File: config.mk
export PLATFORM = sky130hd
export DESIGN_NAME = dac_stream_tx_flat
export DESIGN_NICKNAME = d
export VERILOG_FILES = /design/src/rtl/dac_stream_pkg.sv /design/src/rtl/dac_stream_tx_if.sv /design/src/rtl/tx_sample_fifo.sv /design/src/rtl/dac_stream_tx.sv /design/src/flat_wrapper.sv
export SDC_FILE = /design/constraint.sdc
export NUM_CORES = 1
export LEC_CHECK = 0
export CORE_MARGIN = 8
export CORE_UTILIZATION = 32
export CTS_BUF_LIST = sky130_fd_sc_hd__clkbuf_8
export CTS_CLUSTER_DIAMETER = 40
export DETAILED_ROUTE_END_ITERATION = 6
export SETUP_SLACK_MARGIN = 0.2
export SLEW_MARGIN = 10
export SYNTH_ARGS = -nofsm -noshare
export SYNTH_HDL_FRONTEND = slang
export SYNTH_HIERARCHICAL = 1
export SYNTH_SLANG_ARGS = --single-unit
File: constraint.sdc
create_clock -name clk -period 7.4 [get_ports clk]
set_clock_uncertainty 0.2 [all_clocks]
set_input_delay 1.85 -clock clk [delete_from_list [all_inputs] [get_ports clk]]
set_output_delay 1.85 -clock clk [all_outputs]
set_load 0.01 [all_outputs]
File: src/rtl/dac_stream_pkg.sv
// rtl/dac_stream_pkg.sv - shared constants and types for the I2S DAC output stage
package dac_stream_pkg;

    localparam int FRAME_SLOTS     = 32;
    localparam int LEFT_SLOTS      = 16;
    localparam int MIN_HALF_PERIOD = 2;
    localparam int LOAD_SLOT       = 1;
    localparam int LR_SWITCH_SLOT  = 16;

    typedef logic signed [15:0] sample_t;

endpackage

File: src/rtl/dac_stream_tx_if.sv
// rtl/dac_stream_tx_if.sv - sample handshake between the ANC core and the DAC output stage
interface dac_stream_tx_if;
    import dac_stream_pkg::*;

    logic    sample_vld;
    sample_t sample;
    logic    sample_rdy;

    modport master (output sample_vld, output sample, input sample_rdy);
    modport slave  (input sample_vld, input sample, output sample_rdy);

endinterface

File: src/rtl/tx_sample_fifo.sv
// rtl/tx_sample_fifo.sv - synchronous FIFO with wrap-bit pointers and occupancy output
module tx_sample_fifo #(
    parameter int DATA_W = 16,
    parameter int DEPTH  = 4
) (
    input  logic                     clk,
    input  logic                     rst,
    input  logic                     push,
    input  logic [DATA_W-1:0]        din,
    input  logic                     pop,
    output logic [DATA_W-1:0]        rd_data,
    output logic                     full,
    output logic                     empty,
    output logic [$clog2(DEPTH):0]   level
);
    localparam int AW = $clog2(DEPTH);

    logic [AW:0]       wptr_q, wptr_d;
    logic [AW:0]       rptr_q, rptr_d;
    logic [DATA_W-1:0] mem_q [DEPTH];
    logic [DATA_W-1:0] mem_d [DEPTH];
    logic              do_push;
    logic              do_pop;

    // Pointers share the index bits; the extra top bit tells full from empty.
    assign full    = (wptr_q[AW] != rptr_q[AW]) && (wptr_q[AW-1:0] == rptr_q[AW-1:0]);
    assign empty   = (wptr_q == rptr_q);
    assign level   = wptr_q - rptr_q;
    assign rd_data = mem_q[rptr_q[AW-1:0]];
    assign do_push = push && !full;
    assign do_pop  = pop && !empty;

    always_comb begin
        wptr_d = wptr_q;
        rptr_d = rptr_q;
        mem_d  = mem_q;
        if (do_push) begin
            mem_d[wptr_q[AW-1:0]] = din;
            wptr_d = wptr_q + 1'b1;
        end
        if (do_pop) begin
            rptr_d = rptr_q + 1'b1;
        end
    end

    always_ff @(posedge clk) begin
        if (rst) begin
            wptr_q <= '0;
            rptr_q <= '0;
        end else begin
            wptr_q <= wptr_d;
            rptr_q <= rptr_d;
        end
    end

    always_ff @(posedge clk) begin
        mem_q <= mem_d;
    end

endmodule

File: src/rtl/dac_stream_tx.sv
// rtl/dac_stream_tx.sv - buffers ANC samples and serialises them as I2S stereo frames
module dac_stream_tx
    import dac_stream_pkg::*;
#(
    parameter int DATA_W     = 16,
    parameter int FIFO_DEPTH = 4,
    parameter int PERIOD_W   = 8
) (
    input  logic                          clk,
    input  logic                          rst,
    dac_stream_tx_if.slave                smp,
    input  logic [PERIOD_W-1:0]           bclk_period,
    output logic                          bclk,
    output logic                          lr_clk,
    output logic                          dout,
    output logic [$clog2(FIFO_DEPTH):0]   fifo_level,
    output logic                          underflow,
    output logic                          overflow
);
    localparam int SLOT_W = $clog2(FRAME_SLOTS);
    localparam int SR_W   = 2 * DATA_W;

    logic [PERIOD_W-1:0] hp;
    logic                hp_wrap;
    logic [PERIOD_W-1:0] hp_cnt_q, hp_cnt_d;
    logic                bclk_q, bclk_d;
    logic                lr_clk_q, lr_clk_d;
    logic                dout_q, dout_d;
    logic [SLOT_W-1:0]   slot_q, slot_d;
    logic [SR_W-1:0]     shift_q, shift_d;
    logic [DATA_W-1:0]   last_q, last_d;
    logic                started_q, started_d;
    logic                underflow_q, underflow_d;
    logic                overflow_q, overflow_d;
    logic                fifo_pop;
    logic                fifo_full;
    logic                fifo_empty;
    logic [DATA_W-1:0]   fifo_word;

    tx_sample_fifo #(
        .DATA_W (DATA_W),
        .DEPTH  (FIFO_DEPTH)
    ) u_fifo (
        .clk     (clk),
        .rst     (rst),
        .push    (smp.sample_vld),
        .din     (smp.sample),
        .pop     (fifo_pop),
        .rd_data (fifo_word),
        .full    (fifo_full),
        .empty   (fifo_empty),
        .level   (fifo_level)
    );

    assign smp.sample_rdy = ~fifo_full;

    // >= rather than == so that shrinking the period mid-count wraps at once.
    assign hp      = (bclk_period < PERIOD_W'(MIN_HALF_PERIOD)) ? PERIOD_W'(MIN_HALF_PERIOD) : bclk_period;
    assign hp_wrap = (hp_cnt_q >= hp - PERIOD_W'(1));

    always_comb begin
        hp_cnt_d    = hp_cnt_q + PERIOD_W'(1);
        bclk_d      = bclk_q;
        lr_clk_d    = lr_clk_q;
        dout_d      = dout_q;
        slot_d      = slot_q;
        shift_d     = shift_q;
        last_d      = last_q;
        started_d   = started_q;
        underflow_d = underflow_q;
        overflow_d  = overflow_q || (smp.sample_vld && fifo_full);
        fifo_pop    = 1'b0;

        if (hp_wrap) begin
            hp_cnt_d = '0;
            bclk_d   = ~bclk_q;
        end

        // Everything frame-related moves on the bclk falling toggle.
        if (hp_wrap && bclk_q) begin
            slot_d   = slot_q + SLOT_W'(1);
            lr_clk_d = (slot_d >= SLOT_W'(LR_SWITCH_SLOT));
            if (slot_d == SLOT_W'(LOAD_SLOT)) begin
                if (!fifo_empty) begin
                    fifo_pop  = 1'b1;
                    shift_d   = {fifo_word, fifo_word};
                    last_d    = fifo_word;
                    started_d = 1'b1;
                end else if (started_q) begin
                    shift_d     = {last_q, last_q};
                    underflow_d = 1'b1;
                end else begin
                    shift_d = '0;
                end
            end else begin
                shift_d = {shift_q[SR_W-2:0], 1'b0};
            end
            dout_d = shift_d[SR_W-1];
        end
    end

    always_ff @(posedge clk) begin
        if (rst) begin
            hp_cnt_q    <= '0;
            bclk_q      <= 1'b0;
            lr_clk_q    <= 1'b0;
            dout_q      <= 1'b0;
            slot_q      <= '0;
            shift_q     <= '0;
            last_q      <= '0;
            started_q   <= 1'b0;
            underflow_q <= 1'b0;
            overflow_q  <= 1'b0;
        end else begin
            hp_cnt_q    <= hp_cnt_d;
            bclk_q      <= bclk_d;
            lr_clk_q    <= lr_clk_d;
            dout_q      <= dout_d;
            slot_q      <= slot_d;
            shift_q     <= shift_d;
            last_q      <= last_d;
            started_q   <= started_d;
            underflow_q <= underflow_d;
            overflow_q  <= overflow_d;
        end
    end

    assign bclk      = bclk_q;
    assign lr_clk    = lr_clk_q;
    assign dout      = dout_q;
    assign underflow = underflow_q;
    assign overflow  = overflow_q;

endmodule

File: src/flat_wrapper.sv
// flat-port wrapper written by rule: the top's interface ports become plain ports
module dac_stream_tx_flat import dac_stream_pkg::*;
#(
    parameter int DATA_W     = 16,
    parameter int FIFO_DEPTH = 4,
    parameter int PERIOD_W   = 8
)
  (clk, rst, bclk_period, bclk, lr_clk, dout, fifo_level, underflow, overflow, smp_sample_vld, smp_sample, smp_sample_rdy);
  dac_stream_tx_if smp_i ();
  input  logic clk;
  input  logic rst;
  input  logic [PERIOD_W-1:0] bclk_period;
  output logic bclk;
  output logic lr_clk;
  output logic dout;
  output logic [$clog2(FIFO_DEPTH):0] fifo_level;
  output logic underflow;
  output logic overflow;
  input wire logic [$bits(smp_i.sample_vld)-1:0] smp_sample_vld;
  input wire logic [$bits(smp_i.sample)-1:0] smp_sample;
  output wire logic [$bits(smp_i.sample_rdy)-1:0] smp_sample_rdy;
  assign smp_i.sample_vld = smp_sample_vld;
  assign smp_i.sample = smp_sample;
  assign smp_sample_rdy = smp_i.sample_rdy;
  dac_stream_tx #(.DATA_W(DATA_W), .FIFO_DEPTH(FIFO_DEPTH), .PERIOD_W(PERIOD_W)) u_core (.clk(clk), .rst(rst), .smp(smp_i), .bclk_period(bclk_period), .bclk(bclk), .lr_clk(lr_clk), .dout(dout), .fifo_level(fifo_level), .underflow(underflow), .overflow(overflow));
endmodule
# == After elaboration in Yosys (flattened, before gate mapping) ==
# Cells that the tools add are included.
# word_totals
register_bits,136
out_inout_bits,9
word_cells,62
# op_classes
n_addsub,6
order_cmp,6
eq_ne,4
n_mux,13
bitwise_logic,5
n_reduce_logical,12
# ops
cell,n
$mux W32,3
$bwmux W64,1
$mux W16,3
$bmux W16 S2,1
$demux W16 S2,1
$add A8 B1 Y8 const B,1
$ge A8 B8 Y1,1
$lt A8 B2 Y1 const B,1
$mux W8,1
$sub A8 B1 Y8 const B,1
$add A3 B1 Y3 const B,2
$ge A3 B3 Y1 const B,2
$logic_and A1 B1 Y1,6
$not A2 Y3,2
$add A5 B1 Y5 const B,1
$eq A5 B1 Y1 const B,1
$ge A5 B5 Y1 const B,1
$reduce_and A4 Y1,1
$eq A3 B3 Y1,1
$lt A3 B1 Y1 const B,1
$mux W1,3
$not A1 Y1,3
$reduce_and A3 Y1,1
$sub A3 B3 Y3,1
other kinds (5),6

# == Longest topological paths before layout ==
# Gate-level depths: netlist (run 1).
# logic_depth
word_depth,7
mapped_depth,15

# == Hierarchy ==
# Netlist (run 1), hierarchy kept.
# by_module_without_submodules
module,instances,cells_per_inst,area_per_inst_um2,seq_area_each_um2
dac_stream_tx,1,400,3342.0,1301.2
tx_sample_fifo,1,149,2854.0,2042.0

# == Worst setup path after synthesis (run 1) ==
# OpenSTA, ideal clock, no wires.
# synth_path
path_kind,in2reg
startpoint,input port bclk_period[2]
endpoint,register u_core.u_fifo.rptr_q[0]
arrival_ps,4727
path_slack_ps,2339
cell_stages,14
path_buffers,1
path_cell_list,nor2_1 nand2_1 o31ai_1 ha_1 nand3b_1 xor2_1 ha_1 nand2_1 o21ai_0 a32oi_2 buf_4 nor3_1 nor3b_1 or4_1
# synth_via
elab_chain_cells,7
# synth_rtl
item,line_no,rtl
"start, declared",flat_wrapper.sv:12,input logic [PERIOD_W-1:0] bclk_period;
$lt A8 B2 Y1,dac_stream_tx.sv:58,assign hp = (bclk_period < PERIOD_W'(MIN_HALF_PERIOD)) ? PERIOD_W'(MIN_HALF_PERIOD) : bclk_period;
$mux W8 (*),dac_stream_tx.sv:58,
$sub A8 B1 Y8 (*),dac_stream_tx.sv:59,assign hp_wrap = (hp_cnt_q >= hp - PERIOD_W'(1));
$ge A8 B8 Y1 (*),dac_stream_tx.sv:59,
$logic_and A1 B1 Y1 (*),dac_stream_tx.sv:80,if (hp_wrap && bclk_q) begin
$mux W1 (*),dac_stream_tx.sv:80,
named net u_core.fifo_pop,dac_stream_tx.sv:35,logic fifo_pop;
$logic_and A1 B1 Y1 (*),tx_sample_fifo.sv:31,assign do_pop = pop && !empty;
"end signal, assigned",tx_sample_fifo.sv:52,rptr_q <= rptr_d;
"end, declared",tx_sample_fifo.sv:19,"logic [AW:0] rptr_q, rptr_d;"
# Mark *: on every way through the listed nets, which the timed path passes. The rest lies on a longest branch.
# A chain may end at the register's enable or synchronous reset.

# == Worst setup path after layout (run 1) ==
# layout_path
startpoint,input port bclk_period[2]
endpoint,register u_core.shift_q[16]
# layout_via
elab_chain_cells,5
# layout_rtl
item,line_no,rtl
$lt A8 B2 Y1,dac_stream_tx.sv:58,
$mux W8 (*),dac_stream_tx.sv:58,
$sub A8 B1 Y8 (*),dac_stream_tx.sv:59,
$ge A8 B8 Y1 (*),dac_stream_tx.sv:59,
$logic_and A1 B1 Y1 (*),dac_stream_tx.sv:80,
"end signal, assigned",dac_stream_tx.sv:120,shift_q <= shift_d;
"end, declared",dac_stream_tx.sv:30,"logic [SR_W-1:0] shift_q, shift_d;"
# Every way passes the cells marked *; elsewhere a longest branch is shown, timed or not.

==> impl_metrics.ini, run 1 <==
[grt]
antenna_found_initial = 0
grtUsageTotal_pct = 10.8
gr-total-overflow = 0
grt_pass1_wl_um = 20900
grt_pass1_vias = 4273
grt_max_degree = 73

[floorplan]
die_w_um = 155
die_h_um = 155
rows = 51
die_area_um2 = 24100
start_util_pct = 32.3
ioPinCount = 36
coreArea_um2 = 19200

[logic_synthesis]
synthCells = 549
async_flop_share_pct = 0
synth.avg_cell_area_um2 = 11.3
synth.distinct_cells = 56
syn-num-nets = 596
yosys.area_share.xor_xnor_pct = 1.82
synth-main-ff-cell = dfxtp_1
yosysTopAreaCell = edfxtp_1
synth_top_area_share_pct = 31.0
synth_compound_area_share_pct = 15.2
syn_area_um2 = 6200
synth-adder-area-share_pct = 4.16
seq_area_frac_synth_pct = 54.0
ys_warn_count = 6
synth_top_family_by_area = compound AO/OA/AOI/OAI gates
synth_edf_count = 64
synth_seq_cells = 135
synth_simple_gate_area_share_pct = 13.8
synth.top_cells.by_area = edfxtp_1, dfxtp_1, mux4_2, ha_1, nand2b_1
synthMuxAreaShare_pct = 6.18

[worst_setup_path]
worstSetupPathType = input pin to flip-flop
critical-path-top-delay-family = compound AO/OA/AOI/OAI gates
crit_required_ps = 7540
critPathSlowestCell = nand2b_1
endpoint_kind = flip-flop
worstPathCellList = clkdlybuf4s50_1 -> nor2_1 -> nand2_1 -> o31ai_1 -> ha_1 -> nand3b_1 -> xor2_1 -> ha_1 -> nand2_1 -> o21ai_0 -> a32o_1 -> buf_4 -> nand2b_1 -> o32ai_1
cp_num_buf_inv = 2
crit_fanout = 37
crit_path_start_kind = input pin
slowest_delay_ps = 670
worstPathArrival_ps = 5960

[place]
globalplace.congestion = 0.873
portBuffers = 35
hpwlAfterDp_um = 7940

[detailed_routing]
viasPerCell = 5.19
wl_um = 12500
first_pass_iters = 4
postRouteAntennaNets = 0
drt-initial-drc-count = 346
drc = 0
routed-via-count = 4382
wire_per_inst_um = 14.8

[clocking]
cts_buffer_depth = 2
cts_buffers = 17
cts_tree = built
cts_htree_levels = 4
holdBufCountCts = 0
clk_pin_slew_ps = 70
cts_sinks = 135
clock_latency_ps = 440
root_buffer = clkbuf_8
cts-resized-gates = 0
cts_setup_buffers = 0

[layout]
layout.nets = 613
multi_input_area_um2 = 2560
fillers = 1910
diodes = 0
drive_above_1_share_pct = 11.4
syn_to_final_growth_pct = 14.5
seqCellArea_um2 = 3340

[power]
leakage_uw = 0.00232
vdd_drop_max_mv = 0.156
powerDensity_nw_per_um2 = 232

[sta]
fin_crit_ps = 5830
holdWs_ps = 270
relSlewSlack_pct = 25.7
max_clock_freq_mhz = 172
hold_violations = 0
slew_violations = 0
period_share_pct = 78.7
worst_pin_slew_ps = 1110
setup_violations = 0
rsz0062_at_grt = false
setup-tns-final_ps = 0

[min_path]
min_path_type = flip-flop to flip-flop

[outcome]
status = complete, no violations

[run]
drv_cap = 0
## report_power, final
part	total, uW	internal (uW)	switching [uW]
clock network	531	241	291
logic	269	96.9	172
registers	848	833	15.3
## worst reg2reg max path: stages (launching register included)
cell and delay, ps:
dfxtp_1 930, inv_1 220, ha_1 370, nand2_1 360, nor2b_4 170, nor3_1 710
nor3b_1 120, or4_1 410
## through the flow
step	instances	cell area [um^2]	setup WS, ps	total power (uW)	util, %
after global routing	844	7100	1260	1730	36.9
final	844	7100	1570	1650	36.9
after CTS	843	7080	1650	1660	36.8
after global placement	811	6720	1430	1110	35.0
after floorplan	549	6200	2340	1040	-
after detailed placement	811	6720	1220	1120	35.0
## cell usage after synthesis, types with 3 or more instances
cell type	number
nand4_1	4
and2_1	4
o21a_1	3
edfxtp_1	64
xor2_1	7
nand2_1	17
dfxtp_1	71
a31oi_1	4
nor3b_1	3
clkbuf_1	28
o22ai_1	30
nand2b_1	34
nand3_1	23
buf_4	3
mux4_2	16
o21ai_0	35
a21oi_1	27
nor3_1	7
o31ai_1	18
nor2_1	18
ha_1	19
xnor2_1	4
nand3b_1	3
o2111ai_1	15
or3_1	5
inv_1	28
buf_2	10
or4_1	18
## state kept, by name (all words and copies together) (netlist names)
| signal | count |
|---|---|
| u_core/u_fifo/wptr_q | 3 |
| u_core/bclk | 1 |
| u_core/hp_cnt_q | 8 |
| u_core/u_fifo/mem_q | 64 |
| u_core/last_q | 16 |
| u_core/u_fifo/rptr_q | 3 |
| u_core/overflow | 1 |
| u_core/started_q | 1 |
| u_core/underflow | 1 |
| u_core/shift_q | 31 |
| u_core/lr_clk | 1 |
| u_core/dout | 1 |
| u_core/slot_q | 4 |
## routing by layer
layer,track usage [%],wire [um]
met5,0,0
met4,4.34,195
met3,2.97,576
met2,17.4,6010
met1,13.4,5740
## final timing paths
path                                        start                              endpoint  slack [ps]  cells after the start
min reg2reg         u_core/hp_cnt_q[0]$_SDFF_PP0_         u_core/hp_cnt_q[0]$_SDFF_PP0_         270                      1
max reg2reg  u_core/u_fifo/rptr_q[1]$_SDFFE_PP0P_  u_core/u_fifo/rptr_q[0]$_SDFFE_PP0P_        3800                      7
max                                bclk_period[2]       u_core/shift_q[16]$_SDFFE_PP0P_        1570                     14
min                 u_core/hp_cnt_q[0]$_SDFF_PP0_         u_core/hp_cnt_q[0]$_SDFF_PP0_         270                      1
## cell type report
| type | instances | share of cell area [%] |
|---|---|---|
| sequential | 135 | 47.1 |
| multi-input combinational | 342 | 36.0 |
| timing repair buffer | 41 | 5.68 |
| tap | 265 | 4.67 |
| clock buffer | 18 | 3.49 |
| inverter | 29 | 1.53 |
| clock inverter | 14 | 1.46 |
## placed cells by master, fill, tap and decap left out, types with 15 or more instances in the layout
master            n
nand2b_1         34
o31ai_1          18
o22ai_1          30
clkdlybuf4s50_1  34
ha_1             19
edfxtp_1         64
clkbuf_8         18
dfxtp_1          71
nor2_1           18
o21ai_0          35
o2111ai_1        15
nand2_1          17
mux4_2           16
or4_1            18
inv_1            28
a21oi_1          27
nand3_1          23
## cells by family after synthesis
family / Yosys count
buf+inv: 72
xor+xnor: 12
mux: 17
fa+ha+maj: 20
compound gates: 145
flops: 135
simple gates: 148
(Power assumes the default switching activity.)
==> run 2: changes to the inputs <==
clock period = 5.4 ns   (was 7.4 ns; I/O delays follow)
==> run 2 against run 1 <==
Against the previous run: highest routed layer unchanged; final cell count rose by 0.36%; core utilization rose by 0.31 points; non-clock buffer count rose by 3; sequential power rose by 37%.
==> impl_metrics.ini, run 2 (synthesized netlist as in run 1, its figures left out) <==
[detailed_routing]
routed-via-count = 4370
viasPerCell = 5.16
wire_per_inst_um = 15.0
postRouteAntennaNets = 0
drc = 0
wl_um = 12700
first_pass_iters = 4
drt-initial-drc-count = 343

[power]
leakage_uw = 0.00236
vdd_drop_max_mv = 0.154
powerDensity_nw_per_um2 = 329

[sta]
period_share_pct = 87.0
worst_pin_slew_ps = 893
hold_violations = 0
setup-tns-final_ps = 0
relSlewSlack_pct = 40.5
setup_violations = 0
max_clock_freq_mhz = 213
rsz0062_at_grt = false
fin_crit_ps = 4700
slew_violations = 0

[floorplan]
die_w_um = 155
die_h_um = 155
die_area_um2 = 24100
rows = 51
start_util_pct = 32.3
ioPinCount = 36
coreArea_um2 = 19200

[clocking]
cts-resized-gates = 0
cts_setup_buffers = 0
clock_latency_ps = 430
root_buffer = clkbuf_8
cts_htree_levels = 4
cts_buffers = 17
clk_pin_slew_ps = 80
cts_sinks = 135
cts_buffer_depth = 2
holdBufCountCts = 0
cts_tree = built

[outcome]
status = complete, no violations

[worst_setup_path]
crit_required_ps = 5560
ff2ff_path_depth = 10
worstSetupPathType = input pin to flip-flop
crit_path_start_kind = input pin
reg2reg_to = u_core/shift_q[12]$_SDFFE_PP0P_
crit_fanout = 18
r2r_start = u_core/u_fifo/rptr_q[1]$_SDFFE_PP0P_
endpoint_kind = flip-flop
worstPathArrival_ps = 4860
regToRegSetupSlack_ps = 2430

[grt]
grt_pass1_vias = 4253
antenna_found_initial = 0
grt_pass1_wl_um = 21400
grt_max_degree = 66
grtUsageTotal_pct = 11.1
gr-total-overflow = 0

[layout]
largest_reg_flops = 64
syn_to_final_growth_pct = 15.5
final_cell_mix = dfxtp_1, edfxtp_1, o21ai_0
regMostFlops = u_core/u_fifo/mem_q
fillers = 1863
multi_input_area_um2 = 2560
layout.nets = 616
drive_above_1_share_pct = 11.0
diodes = 0
seqCellArea_um2 = 3340
largest_registers = u_core/u_fifo/mem_q (64), u_core/shift_q (31), u_core/last_q (16)
final_common_cell = dfxtp_1
postLayoutCellArea_um2 = 7150
utilization_pct = 37.2

[min_path]
min_path_type = flip-flop to flip-flop
whs_path_depth = 2
hp-start = u_core/shift_q[0]$_SDFFE_PP0P_
holdPathEnd = u_core/shift_q[0]$_SDFFE_PP0P_

[run]
drv_cap = 0

[place]
globalplace.congestion = 0.770
place_area_um2 = 6750
portBuffers = 35
hpwlAfterDp_um = 8160
run 2: changes by cell type in the layout (fill, tap and decap cells not counted), sizes merged:
cell / before / now
inv: 30 / 32
clkinvlp: 6 / 3
clkinv: 7 / 6
bufinv: 0 / 3
buf: 7 / 10
clkbuf: 18 / 17
run 2: power breakdown:
group,leakage [uW],internal [uW],total [uW],switching [uW]
registers,0.00116,1140,1160,21.4
clock network,0.000201,451,837,386
logic,0.00100,123,354,230
total,0.00236,1720,2350,638
run 2: stage by stage:
step,setup WS [ps],std cells,hold WS [ps],total power (uW)
after floorplan,839,549,229,1430
after global placement,493,815,236,1530
after detailed placement,314,815,251,1540
after CTS,775,847,261,2390
after global routing,514,847,300,2480
final,701,847,264,2350
run 2: worst max-delay path, stage by stage:
cell and delay [ps]:
clkdlybuf4s50_1 480, nor2_1 270, nand2_1 120, o31ai_1 330, ha_1 270, nand3b_1 110, xor2_1 170, ha_1 290
nand2_1 50, o21ai_0 360, a32o_1 230, nand2b_1 290, buf_4 320, o22ai_1 190
run 2: layer usage:
| metal | wire length [um] | vias to the layer above | track usage, % | share of wire, % |
|---|---|---|---|---|
| met5 | 0 | - | 0 | 0 |
| met4 | 144 | 0 | 4.34 | 1.1 |
| met3 | 565 | 15 | 2.88 | 4.4 |
| met2 | 6190 | 96 | 17.7 | 49 |
| met1 | 5830 | 2145 | 14.1 | 46 |
| li1 | - | 2114 | - | - |
run 2: area by class of cell:
cell class	count	share of cell area, %
clock buffer	17	3.27
sequential	135	46.7
multi-input combinational	342	35.7
inverter	29	1.52
timing repair buffer	44	5.77
tap	265	4.63
clock inverter	15	2.33
run 2: worst max path at each step:
stage / startpoint / to / slack, ps / depth (start not counted)
6_report: bclk_period[2] / u_core/shift_q[13]$_SDFFE_PP0P_ / 700 / 14
5_1_grt: bclk_period[2] / u_core/shift_q[7]$_SDFFE_PP0P_ / 510 / 14
4_1_cts: bclk_period[2] / u_core/shift_q[13]$_SDFFE_PP0P_ / 770 / 14
3_5_place_dp: bclk_period[2] / u_core/shift_q[26]$_SDFFE_PP0P_ / 310 / 14
3_3_place_gp: bclk_period[2] / u_core/u_fifo/rptr_q[0]$_SDFFE_PP0P_ / 490 / 15
2_1_floorplan: bclk_period[2] / u_core/u_fifo/rptr_q[0]$_SDFFE_PP0P_ / 840 / 14
